`config.mk`:
```
export PLATFORM = sky130hd
export DESIGN_NAME = mem_writeback_flat
export DESIGN_NICKNAME = d
export VERILOG_FILES = /design/src/rtl/mem_writeback_if.sv /design/src/rtl/mem_writeback.sv /design/src/flat_wrapper.sv
export SDC_FILE = /design/constraint.sdc
export NUM_CORES = 1
export LEC_CHECK = 0
export BUFFER_PORTS_ARGS = -buffer_cell sky130_fd_sc_hd__buf_2
export CAP_MARGIN = 20
export CORE_MARGIN = 3
export CORE_UTILIZATION = 44
export DETAILED_ROUTE_END_ITERATION = 10
export HOLD_SLACK_MARGIN = 0.1
export PLACE_DENSITY = 0.73
export SYNTH_ARGS = -nofsm -noshare
export SYNTH_HDL_FRONTEND = slang
export SYNTH_SLANG_ARGS = --single-unit
```
`constraint.sdc`:
```
create_clock -name clk -period 1.95 [get_ports clk]
set_clock_uncertainty 0.15 [all_clocks]
set_input_delay 0.0975 -clock clk [delete_from_list [all_inputs] [get_ports clk]]
set_output_delay 0.0975 -clock clk [all_outputs]
set_load 0.02 [all_outputs]
```
`src/rtl/mem_writeback_if.sv`:
```
// Execute-side operation handshake, data-memory port and register-file write port of the writeback stage.
// The master side is the surrounding core/memory; the slave side is the mem_writeback stage.
interface mem_writeback_if #(
  parameter int DATA_WIDTH = 32
);
  logic                  ex_valid;
  logic                  ex_ready;
  logic [DATA_WIDTH-1:0] ALUResult;
  logic [DATA_WIDTH-1:0] WriteData;
  logic [DATA_WIDTH-1:0] PCPlus4;
  logic [4:0]            rd;
  logic [1:0]            ResultSrc;
  logic                  MemWrite;
  logic                  RegWrite;
  logic [2:0]            funct3;
  logic                  mem_req;
  logic                  mem_we;
  logic [DATA_WIDTH-1:0] mem_addr;
  logic [DATA_WIDTH-1:0] mem_wdata;
  logic [3:0]            mem_wstrb;
  logic                  mem_ack;
  logic [DATA_WIDTH-1:0] mem_rdata;
  logic [4:0]            AD3;
  logic [DATA_WIDTH-1:0] Result;
  logic                  WE3;
  logic                  misalign;

  modport master (
    output ex_valid, ALUResult, WriteData, PCPlus4, rd, ResultSrc, MemWrite, RegWrite, funct3,
    output mem_ack, mem_rdata,
    input  ex_ready, mem_req, mem_we, mem_addr, mem_wdata, mem_wstrb, AD3, Result, WE3, misalign
  );

  modport slave (
    input  ex_valid, ALUResult, WriteData, PCPlus4, rd, ResultSrc, MemWrite, RegWrite, funct3,
    input  mem_ack, mem_rdata,
    output ex_ready, mem_req, mem_we, mem_addr, mem_wdata, mem_wstrb, AD3, Result, WE3, misalign
  );
endinterface

```
`src/rtl/mem_writeback.sv`:
```
// Memory-access/writeback stage: non-memory ops write back 1 cycle after accept, loads 1 cycle after ack.
// Backpressure: ex_ready is high only in IDLE, so at most one op is in flight; mem_req holds until mem_ack.
module mem_writeback #(
  parameter int DATA_WIDTH = 32
) (
  input logic            clk,
  input logic            rst_n,
  mem_writeback_if.slave bus
);

  typedef enum logic [1:0] {IDLE, MEM, WB} state_t;

  typedef struct packed {
    logic [4:0] rd;
    logic       regwrite;
    logic       memwrite;
    logic [2:0] funct3;
    logic [1:0] off;
  } op_t;

  state_t                state, state_n;
  op_t                   op, op_n;
  logic                  mem_req_q, mem_req_n;
  logic                  mem_we_q, mem_we_n;
  logic [DATA_WIDTH-1:0] mem_addr_q, mem_addr_n;
  logic [DATA_WIDTH-1:0] mem_wdata_q, mem_wdata_n;
  logic [3:0]            mem_wstrb_q, mem_wstrb_n;
  logic [4:0]            ad3_q, ad3_n;
  logic [DATA_WIDTH-1:0] result_q, result_n;
  logic                  we3_q, we3_n;
  logic                  misalign_q, misalign_n;

  logic                  is_mem;
  logic                  access_ok;
  logic [DATA_WIDTH-1:0] st_data;
  logic [3:0]            st_strb;

  function automatic logic [DATA_WIDTH-1:0] load_ext(input logic [DATA_WIDTH-1:0] w,
                                                     input logic [2:0] f3,
                                                     input logic [1:0] off);
    logic [7:0]  b;
    logic [15:0] h;
    case (off)
      2'd0:    b = w[7:0];
      2'd1:    b = w[15:8];
      2'd2:    b = w[23:16];
      default: b = w[31:24];
    endcase
    h = off[1] ? w[31:16] : w[15:0];
    case (f3)
      3'b000:  load_ext = {{24{b[7]}}, b};
      3'b001:  load_ext = {{16{h[15]}}, h};
      3'b100:  load_ext = {24'b0, b};
      3'b101:  load_ext = {16'b0, h};
      default: load_ext = w;
    endcase
  endfunction

  // Decode of the operation currently offered by the execute stage.
  always_comb begin
    is_mem = bus.MemWrite || (bus.ResultSrc == 2'd1);
    case (bus.funct3)
      3'b000:  access_ok = 1'b1;
      3'b001:  access_ok = ~bus.ALUResult[0];
      3'b010:  access_ok = (bus.ALUResult[1:0] == 2'b00);
      3'b100:  access_ok = ~bus.MemWrite;
      3'b101:  access_ok = ~bus.MemWrite & ~bus.ALUResult[0];
      default: access_ok = 1'b0;
    endcase
    case (bus.funct3[1:0])
      2'b00: begin
        st_data = {4{bus.WriteData[7:0]}};
        st_strb = 4'b0001 << bus.ALUResult[1:0];
      end
      2'b01: begin
        st_data = {2{bus.WriteData[15:0]}};
        st_strb = 4'b0011 << bus.ALUResult[1:0];
      end
      default: begin
        st_data = bus.WriteData;
        st_strb = 4'b1111;
      end
    endcase
  end

  always_comb begin
    state_n     = state;
    op_n        = op;
    mem_req_n   = mem_req_q;
    mem_we_n    = mem_we_q;
    mem_addr_n  = mem_addr_q;
    mem_wdata_n = mem_wdata_q;
    mem_wstrb_n = mem_wstrb_q;
    ad3_n       = ad3_q;
    result_n    = result_q;
    we3_n       = 1'b0;
    misalign_n  = 1'b0;
    case (state)
      IDLE: begin
        if (bus.ex_valid) begin
          op_n.rd       = bus.rd;
          op_n.regwrite = bus.RegWrite;
          op_n.memwrite = bus.MemWrite;
          op_n.funct3   = bus.funct3;
          op_n.off      = bus.ALUResult[1:0];
          if (!is_mem) begin
            state_n  = WB;
            we3_n    = bus.RegWrite && (bus.rd != 5'd0);
            ad3_n    = bus.rd;
            result_n = (bus.ResultSrc == 2'd2) ? bus.PCPlus4 : bus.ALUResult;
          end else if (!access_ok) begin
            misalign_n = 1'b1;
          end else begin
            state_n     = MEM;
            mem_req_n   = 1'b1;
            mem_we_n    = bus.MemWrite;
            mem_addr_n  = {bus.ALUResult[DATA_WIDTH-1:2], 2'b00};
            mem_wdata_n = bus.MemWrite ? st_data : mem_wdata_q;
            mem_wstrb_n = bus.MemWrite ? st_strb : 4'b0000;
          end
        end
      end
      MEM: begin
        if (bus.mem_ack) begin
          mem_req_n   = 1'b0;
          mem_we_n    = 1'b0;
          mem_wstrb_n = 4'b0000;
          if (op.memwrite) begin
            state_n = IDLE;
          end else begin
            state_n  = WB;
            we3_n    = op.regwrite && (op.rd != 5'd0);
            ad3_n    = op.rd;
            result_n = load_ext(bus.mem_rdata, op.funct3, op.off);
          end
        end
      end
      WB:      state_n = IDLE;
      default: state_n = IDLE;
    endcase
  end

  always_ff @(posedge clk or negedge rst_n) begin
    if (!rst_n) begin
      state       <= IDLE;
      op          <= '0;
      mem_req_q   <= 1'b0;
      mem_we_q    <= 1'b0;
      mem_addr_q  <= '0;
      mem_wdata_q <= '0;
      mem_wstrb_q <= 4'b0000;
      ad3_q       <= 5'd0;
      result_q    <= '0;
      we3_q       <= 1'b0;
      misalign_q  <= 1'b0;
    end else begin
      state       <= state_n;
      op          <= op_n;
      mem_req_q   <= mem_req_n;
      mem_we_q    <= mem_we_n;
      mem_addr_q  <= mem_addr_n;
      mem_wdata_q <= mem_wdata_n;
      mem_wstrb_q <= mem_wstrb_n;
      ad3_q       <= ad3_n;
      result_q    <= result_n;
      we3_q       <= we3_n;
      misalign_q  <= misalign_n;
    end
  end

  assign bus.ex_ready  = (state == IDLE);
  assign bus.mem_req   = mem_req_q;
  assign bus.mem_we    = mem_we_q;
  assign bus.mem_addr  = mem_addr_q;
  assign bus.mem_wdata = mem_wdata_q;
  assign bus.mem_wstrb = mem_wstrb_q;
  assign bus.AD3       = ad3_q;
  assign bus.Result    = result_q;
  assign bus.WE3       = we3_q;
  assign bus.misalign  = misalign_q;

endmodule

```
`src/flat_wrapper.sv`:
```
// flat-port wrapper written by rule: the top's interface ports become plain ports
module mem_writeback_flat 
#(
  parameter int DATA_WIDTH = 32
)
  (clk, rst_n, bus_ex_valid, bus_ALUResult, bus_WriteData, bus_PCPlus4, bus_rd, bus_ResultSrc, bus_MemWrite, bus_RegWrite, bus_funct3, bus_mem_ack, bus_mem_rdata, bus_ex_ready, bus_mem_req, bus_mem_we, bus_mem_addr, bus_mem_wdata, bus_mem_wstrb, bus_AD3, bus_Result, bus_WE3, bus_misalign);
  mem_writeback_if #(.DATA_WIDTH(DATA_WIDTH)) bus_i ();
  input logic clk;
  input logic rst_n;
  input wire logic [$bits(bus_i.ex_valid)-1:0] bus_ex_valid;
  input wire logic [$bits(bus_i.ALUResult)-1:0] bus_ALUResult;
  input wire logic [$bits(bus_i.WriteData)-1:0] bus_WriteData;
  input wire logic [$bits(bus_i.PCPlus4)-1:0] bus_PCPlus4;
  input wire logic [$bits(bus_i.rd)-1:0] bus_rd;
  input wire logic [$bits(bus_i.ResultSrc)-1:0] bus_ResultSrc;
  input wire logic [$bits(bus_i.MemWrite)-1:0] bus_MemWrite;
  input wire logic [$bits(bus_i.RegWrite)-1:0] bus_RegWrite;
  input wire logic [$bits(bus_i.funct3)-1:0] bus_funct3;
  input wire logic [$bits(bus_i.mem_ack)-1:0] bus_mem_ack;
  input wire logic [$bits(bus_i.mem_rdata)-1:0] bus_mem_rdata;
  output wire logic [$bits(bus_i.ex_ready)-1:0] bus_ex_ready;
  output wire logic [$bits(bus_i.mem_req)-1:0] bus_mem_req;
  output wire logic [$bits(bus_i.mem_we)-1:0] bus_mem_we;
  output wire logic [$bits(bus_i.mem_addr)-1:0] bus_mem_addr;
  output wire logic [$bits(bus_i.mem_wdata)-1:0] bus_mem_wdata;
  output wire logic [$bits(bus_i.mem_wstrb)-1:0] bus_mem_wstrb;
  output wire logic [$bits(bus_i.AD3)-1:0] bus_AD3;
  output wire logic [$bits(bus_i.Result)-1:0] bus_Result;
  output wire logic [$bits(bus_i.WE3)-1:0] bus_WE3;
  output wire logic [$bits(bus_i.misalign)-1:0] bus_misalign;
  assign bus_i.ex_valid = bus_ex_valid;
  assign bus_i.ALUResult = bus_ALUResult;
  assign bus_i.WriteData = bus_WriteData;
  assign bus_i.PCPlus4 = bus_PCPlus4;
  assign bus_i.rd = bus_rd;
  assign bus_i.ResultSrc = bus_ResultSrc;
  assign bus_i.MemWrite = bus_MemWrite;
  assign bus_i.RegWrite = bus_RegWrite;
  assign bus_i.funct3 = bus_funct3;
  assign bus_i.mem_ack = bus_mem_ack;
  assign bus_i.mem_rdata = bus_mem_rdata;
  assign bus_ex_ready = bus_i.ex_ready;
  assign bus_mem_req = bus_i.mem_req;
  assign bus_mem_we = bus_i.mem_we;
  assign bus_mem_addr = bus_i.mem_addr;
  assign bus_mem_wdata = bus_i.mem_wdata;
  assign bus_mem_wstrb = bus_i.mem_wstrb;
  assign bus_AD3 = bus_i.AD3;
  assign bus_Result = bus_i.Result;
  assign bus_WE3 = bus_i.WE3;
  assign bus_misalign = bus_i.misalign;
  mem_writeback #(.DATA_WIDTH(DATA_WIDTH)) u_core (.clk(clk), .rst_n(rst_n), .bus(bus_i));
endmodule
```
# == Word level (Yosys, flattened, before mapping) ==
# Index checks and enable logic that the tools add are counted.
# op_classes
eq_ne,20
shift,2
muxes,47
bitwise_logic,3
reduce_logical,18
# ops
operator,n
32-bit two-way mux,5
32-bit case mux with 2 select lines,2
32-bit case mux with 4 select lines,1
8-bit case mux with 3 select lines,1
4-bit two-way mux,5
5-bit two-way mux,4
16-bit two-way mux,1
4-bit case mux with 2 select lines,2
1-bit two-way mux,15
5-bit AND reduction,3
"3-bit == test, second input constant",4
2-bit two-way mux,5
5-bit case mux with 2 select lines,1
5-bit nonzero test,2
"2-bit by 1-bit == test with 1-bit output, second input constant",4
2-bit zero test,4
"2-bit inequality test, second input constant",4
"3-bit by 1-bit == test with 1-bit output, second input constant",2
3-bit zero test,2
1-bit case mux with 2 select lines,3
1-bit case mux with 5 select lines,1
"2-bit == test, second input constant",2
"2-bit by 1-bit inequality test with 1-bit output, second input constant",2
2-bit case mux with 2 select lines,1
other kinds (12),14
# word_totals
reg_bits,121
in_bits,144

# == Longest topological paths before layout ==
# logic_depth
depth_word,7
depth_mapped,6
depth_no_buf,5

# == Least setup slack after synthesis ==
# No wires, ideal clock.
# synth_path
path_kind,reg2reg
start,reg u_core.state[1]
end,"reg u_core.result_q[10], in the netlist u_core.bus.Result[10]"
setup_time_ns,0.126
arrival_ns,1.720
required_time_ns,1.674
setup_slack_ns,-0.046
path_stages_with_launch,6
synth_period_minus_slack_ns,1.996
cell_sequence,dfrtp_1 > or3b_4 > o31a_1 > buf_6 > buf_6 > a221o_1
# synth_between
elab_chain_len,3
elab_cells_between_ends,9
cone_classes,eq/ne: 5; mux: 1; reduce/logical: 3
# synth_rtl
element,line_no,text
"start, declared",mem_writeback.sv:21,"state_t state, state_n;"
"start signal, assigned",mem_writeback.sv:157,state <= state_n;
2-bit by 1-bit == test with 1-bit output / 2-bit zero test (equally long branches),mem_writeback.sv:98,case (state)
2-bit inequality test (no source line) / 2-bit nonzero test (equally long branches),n/a,
5-bit AND reduction (no source line),n/a,
"end signal, assigned",mem_writeback.sv:165,result_q <= result_n;
"end, declared",mem_writeback.sv:29,"logic [DATA_WIDTH-1:0] result_q, result_n;"
# Several ways; a longest one is shown, not always the timed one.
# A chain may end at the register's enable or synchronous reset.

# == Worst setup path after layout ==
# layout_path
start,reg u_core.state[0]
end,"reg u_core.result_q[18], in the netlist u_core.bus.Result[18]"
# The elaborated chain is that of the path after synthesis.

==> results summary <==
Dividing total power by cell area gives a power density of 1100 nW/um^2. The final setup slack of the worst path came out at -0.113 ns. The checks that failed: setup timing.

The total number of clock tree sinks is 121. The count of nets after finishing is 1146. The post-synthesis async set-or-reset flop share is 100%.

Counting stages on the worst path, the most repeated cell is buf_4. The detailed-routed wire length on met3 is 2.31 mm. TritonCTS built the clock tree. The critical path in this run is classified as flop to flop. Counting flops with a built-in enable in the synthesized netlist gives 0. The worst path in the final design needs a cycle of 2.06 ns, including I/O delays and setup.

The insertion delay to the later sink of the worst-skew pair came out at 0.43 ns. After synthesis the netlist holds a flip-flop and latch count of 121. The worst setup path is launched from a flop. Setup repair after global routing could not meet its margin everywhere.

The count of unresolved DRC violations after routing is 0. The largest net degree at the start of global routing is 43. The starting density of the core came out at 45.6%.

The placeable core region is 13400 sq um. The row count came out at 42. The wire length of the first global-routing pass is 38.0 mm.

The headroom to the max-slew limit is 15.7%. The data arrival time of the critical path came out at 2.21 ns. Clock-pin slew was measured on the worst setup and hold paths at 0.06 ns.

Of the synthesized area, sequential elements account for 49.5%. The synthesis-to-layout area growth came out at 66.4%. The first-pass detailed-route iteration total came out at 5. The worst hold path belongs to the class input pin to flop. The total of buffers placed on input and output ports came out at 251. The maximum fanout along the worst path is 14.

The placed instance area came out at 7860 sq um. The wire length the detailed router placed on met1 is 9.13 mm. The count of H-tree levels built during CTS is 4. The synthesized cell area came out at 6110 sq um. The die outline area is 15300 sq um. The peak ir drop on the vdd network is 0.549 mV. CTS placed an instance of clkbuf_16 at the clock tree root. Counting instances in the post-synthesis netlist gives the leading cell types as 121 x dfrtp_1, 70 x nand2_1, 53 x mux2_2, 41 x nor2_1, 33 x mux2i_1. The peak clock frequency supported by timing came out at 485 MHz. The final estimated routing congestion in global placement came out at 0.872. The signal on the critical path passes through buf_4 -> nor2b_2 -> buf_4 -> a2111oi_2 -> a211oi_1.

The leakage power total is 4.75 nW. The final setup TNS is -0.161 ns. The final number of setup-violating endpoints came out at 7. The final-report max-slew violation count came out at 0. Overall power consumption after layout is estimated at 11.2 mW.

The layout has 825 filler cells. In the synthesized netlist the dominant register cell turns out to be dfrtp_1. The die is 124 microns tall. The number of top-level pins is 254. The detailed router used layers up to and including met5.

STA classifies the critical path endpoint as a flop. For the pin with the worst max-slew slack, the measured transition is 1.26 ns. The finished cells cover 10200 sq um.

The number of warnings issued by yosys is 0. Sorting the synthesized cells by area gives the leading types as dfrtp_1 50%, mux2_2 9.8%, mux2i_1 5.4%. The worst stage delay on the critical path came out at 0.42 ns. After detailed routing, the average wire length per cell comes to 21.2 microns. The total wire length after detailed routing is 25.3 mm.

The cell family contributing the most delay on the critical path is buffers and inverters. The total via count after detailed routing is 6861. The via count of the first global-routing pass came out at 7333. Of the cells placed in the final design, the portion with a size suffix greater than 1 is 40.4%. The leftover overflow at the end of global routing is 0. After legalization and detailed placement, the total HPWL measured 15.1 mm. For this run, the total global-route usage over all layers was measured as 32.6%. Detailed routing placed a total of 12.4 mm of wire on met2. In this run the remaining antenna-violating nets after routing total 0.

The per-cell via count in the routed design is 5.76. The synthesized instance count is 587. Once the clock tree was built, the setup fixing pass inserted 0 buffers. The biggest area contributor in the post-synthesis netlist is dfrtp_1.

The detailed router finished its first iteration with 530 violations. The number of antenna violations at the first check in global routing came to 2. The number of hold violations in the final report is 0. The horizontal extent of the die is 124 microns. The final core area utilization is 75.9%.

For the worst setup path, the data required time is 2.09 ns. The worst path uses 106% of the clock period. Counting both buffers and inverters, the worst setup path holds a total of 2. For this design, the slowest cell found on the critical path is a211oi_1. The flow ran to the end, but the final reports show violations. The proportion of netlist area held by the largest area contributor came out at 49.5%. The CTS buffer count is 17. The per-instance average area after synthesis came out at 10.4 sq um. The number of buffers on the longest clock path came out at 2. In the post-synthesis netlist, the cell with the most instances is dfrtp_1. The count of max-cap constraint violations is 0. The number of unique standard cell types used by synthesis is 50.
## kinds of logic (layout without fill, tap and decap cells)
group                  after synthesis  in the layout  share of synthesized area, %
other                                1              3                        0.0613
buffers and inverters               54            481                          3.99
flip-flops                         121            121                          49.5
AO/OA/AOI/OAI                      144            144                          16.4
multiplexers                        92             92                          16.5
AND/OR/NAND/NOR                    175            175                          13.6
## per-stage QoR
step | instances | setup WS [ns] | hold slack (ns)
detailed placement | 1014 | -0.156 | -0.0164
CTS | 1193 | -0.0188 | 0.128
global placement | 1014 | 0.0101 | -0.0244
finish | 1192 | -0.113 | 0.161
floorplan | 588 | -0.0460 | -0.348
global route | 1192 | -0.160 | 0.199
## layout make-up
class	instances	area (sq um)	area share (%)
Timing Repair Buffer	439	3160	31.1
Multi-Input combinational cell	413	3120	30.7
Sequential cell	121	3030	29.8
Clock buffer	23	478	4.70
Tap cell	176	220	2.17
Clock inverter	9	120	1.18
Inverter	10	37.5	0.369
Antenna cell	1	2.50	0.0246
## tightest hold or removal path: cells and delay by family
family	cells	cell delay [ns]
compound gates	1	0.07
buf+inv	2	0.38
simple gates	1	0.14
## path summary, 6_finish.rpt
path | startpoint | end | slack (ns) | depth (start not counted)
setup reg to reg | u_core.state[0] | u_core.bus.Result[18] | -0.11 | 5
max in group asynchronous | rst_n | u_core.bus.mem_wdata[29] | 0.42 | 4
setup / recovery | u_core.state[0] | u_core.bus.Result[18] | -0.11 | 5
hold reg to reg | u_core.bus.mem_wstrb[2] | u_core.bus.mem_wstrb[2] | 0.32 | 1
hold / removal | bus_funct3[1] | u_core.bus.mem_wstrb[0] | 0.16 | 4
min in group asynchronous | rst_n | u_core.bus.Result[26] | 0.60 | 3
## what timing repair did
action,4_1_cts,5_1_grt
hold buffers,147,0
gates cloned,0,0
pin swaps,0,1
hold endpoints to repair,239,0
endpoints found under the setup margin,16,88
gates resized for setup,22,32
## cells in the final DEF (no fill, tap or decap), drive strengths merged, types with 8 or more instances in the layout
master       netlist  final
buf               16    294
dlygate4sd3        0    145
dfrtp            121    121
nand2             70     70
mux2              58     58
nor2              41     41
mux2i             33     33
o21ai             29     29
a21oi             24     24
clkbuf            28     23
and2              18     18
a211oi            17     17
a2111oi           16     16
nor2b             14     14
a31oi             13     13
nor3              10     10
inv                9      9
a221o              8      8
## where the power goes
group | leakage, nW | internal, mW | switching [mW]
registers | 1.46 | 3.31 | 0.511
logic | 2.99 | 1.68 | 2.42
clock network | 0.300 | 2.10 | 1.16
## state kept, by name, summed over array words and instances, names as in the netlist
register and cells:
u_core.bus.Result 32, u_core.bus.mem_wdata 32, u_core.bus.AD3 5, u_core.bus.WE3 1
u_core.bus.misalign 1, u_core.bus.mem_we 1, u_core.bus.mem_addr 30, u_core.state 2
u_core.bus.mem_req 1, u_core.bus.mem_wstrb 4, u_core.op 12
## per-layer routing
| layer | GRT usage (%) | vias to the layer above |
|---|---|---|
| li1 | - | 2966 |
| met1 | 36.3 | 3252 |
| met2 | 55.2 | 502 |
| met3 | 9.76 | 139 |
| met4 | 19.4 | 2 |
| met5 | 0 | - |
Note: power is estimated with default switching activity, not from simulation.
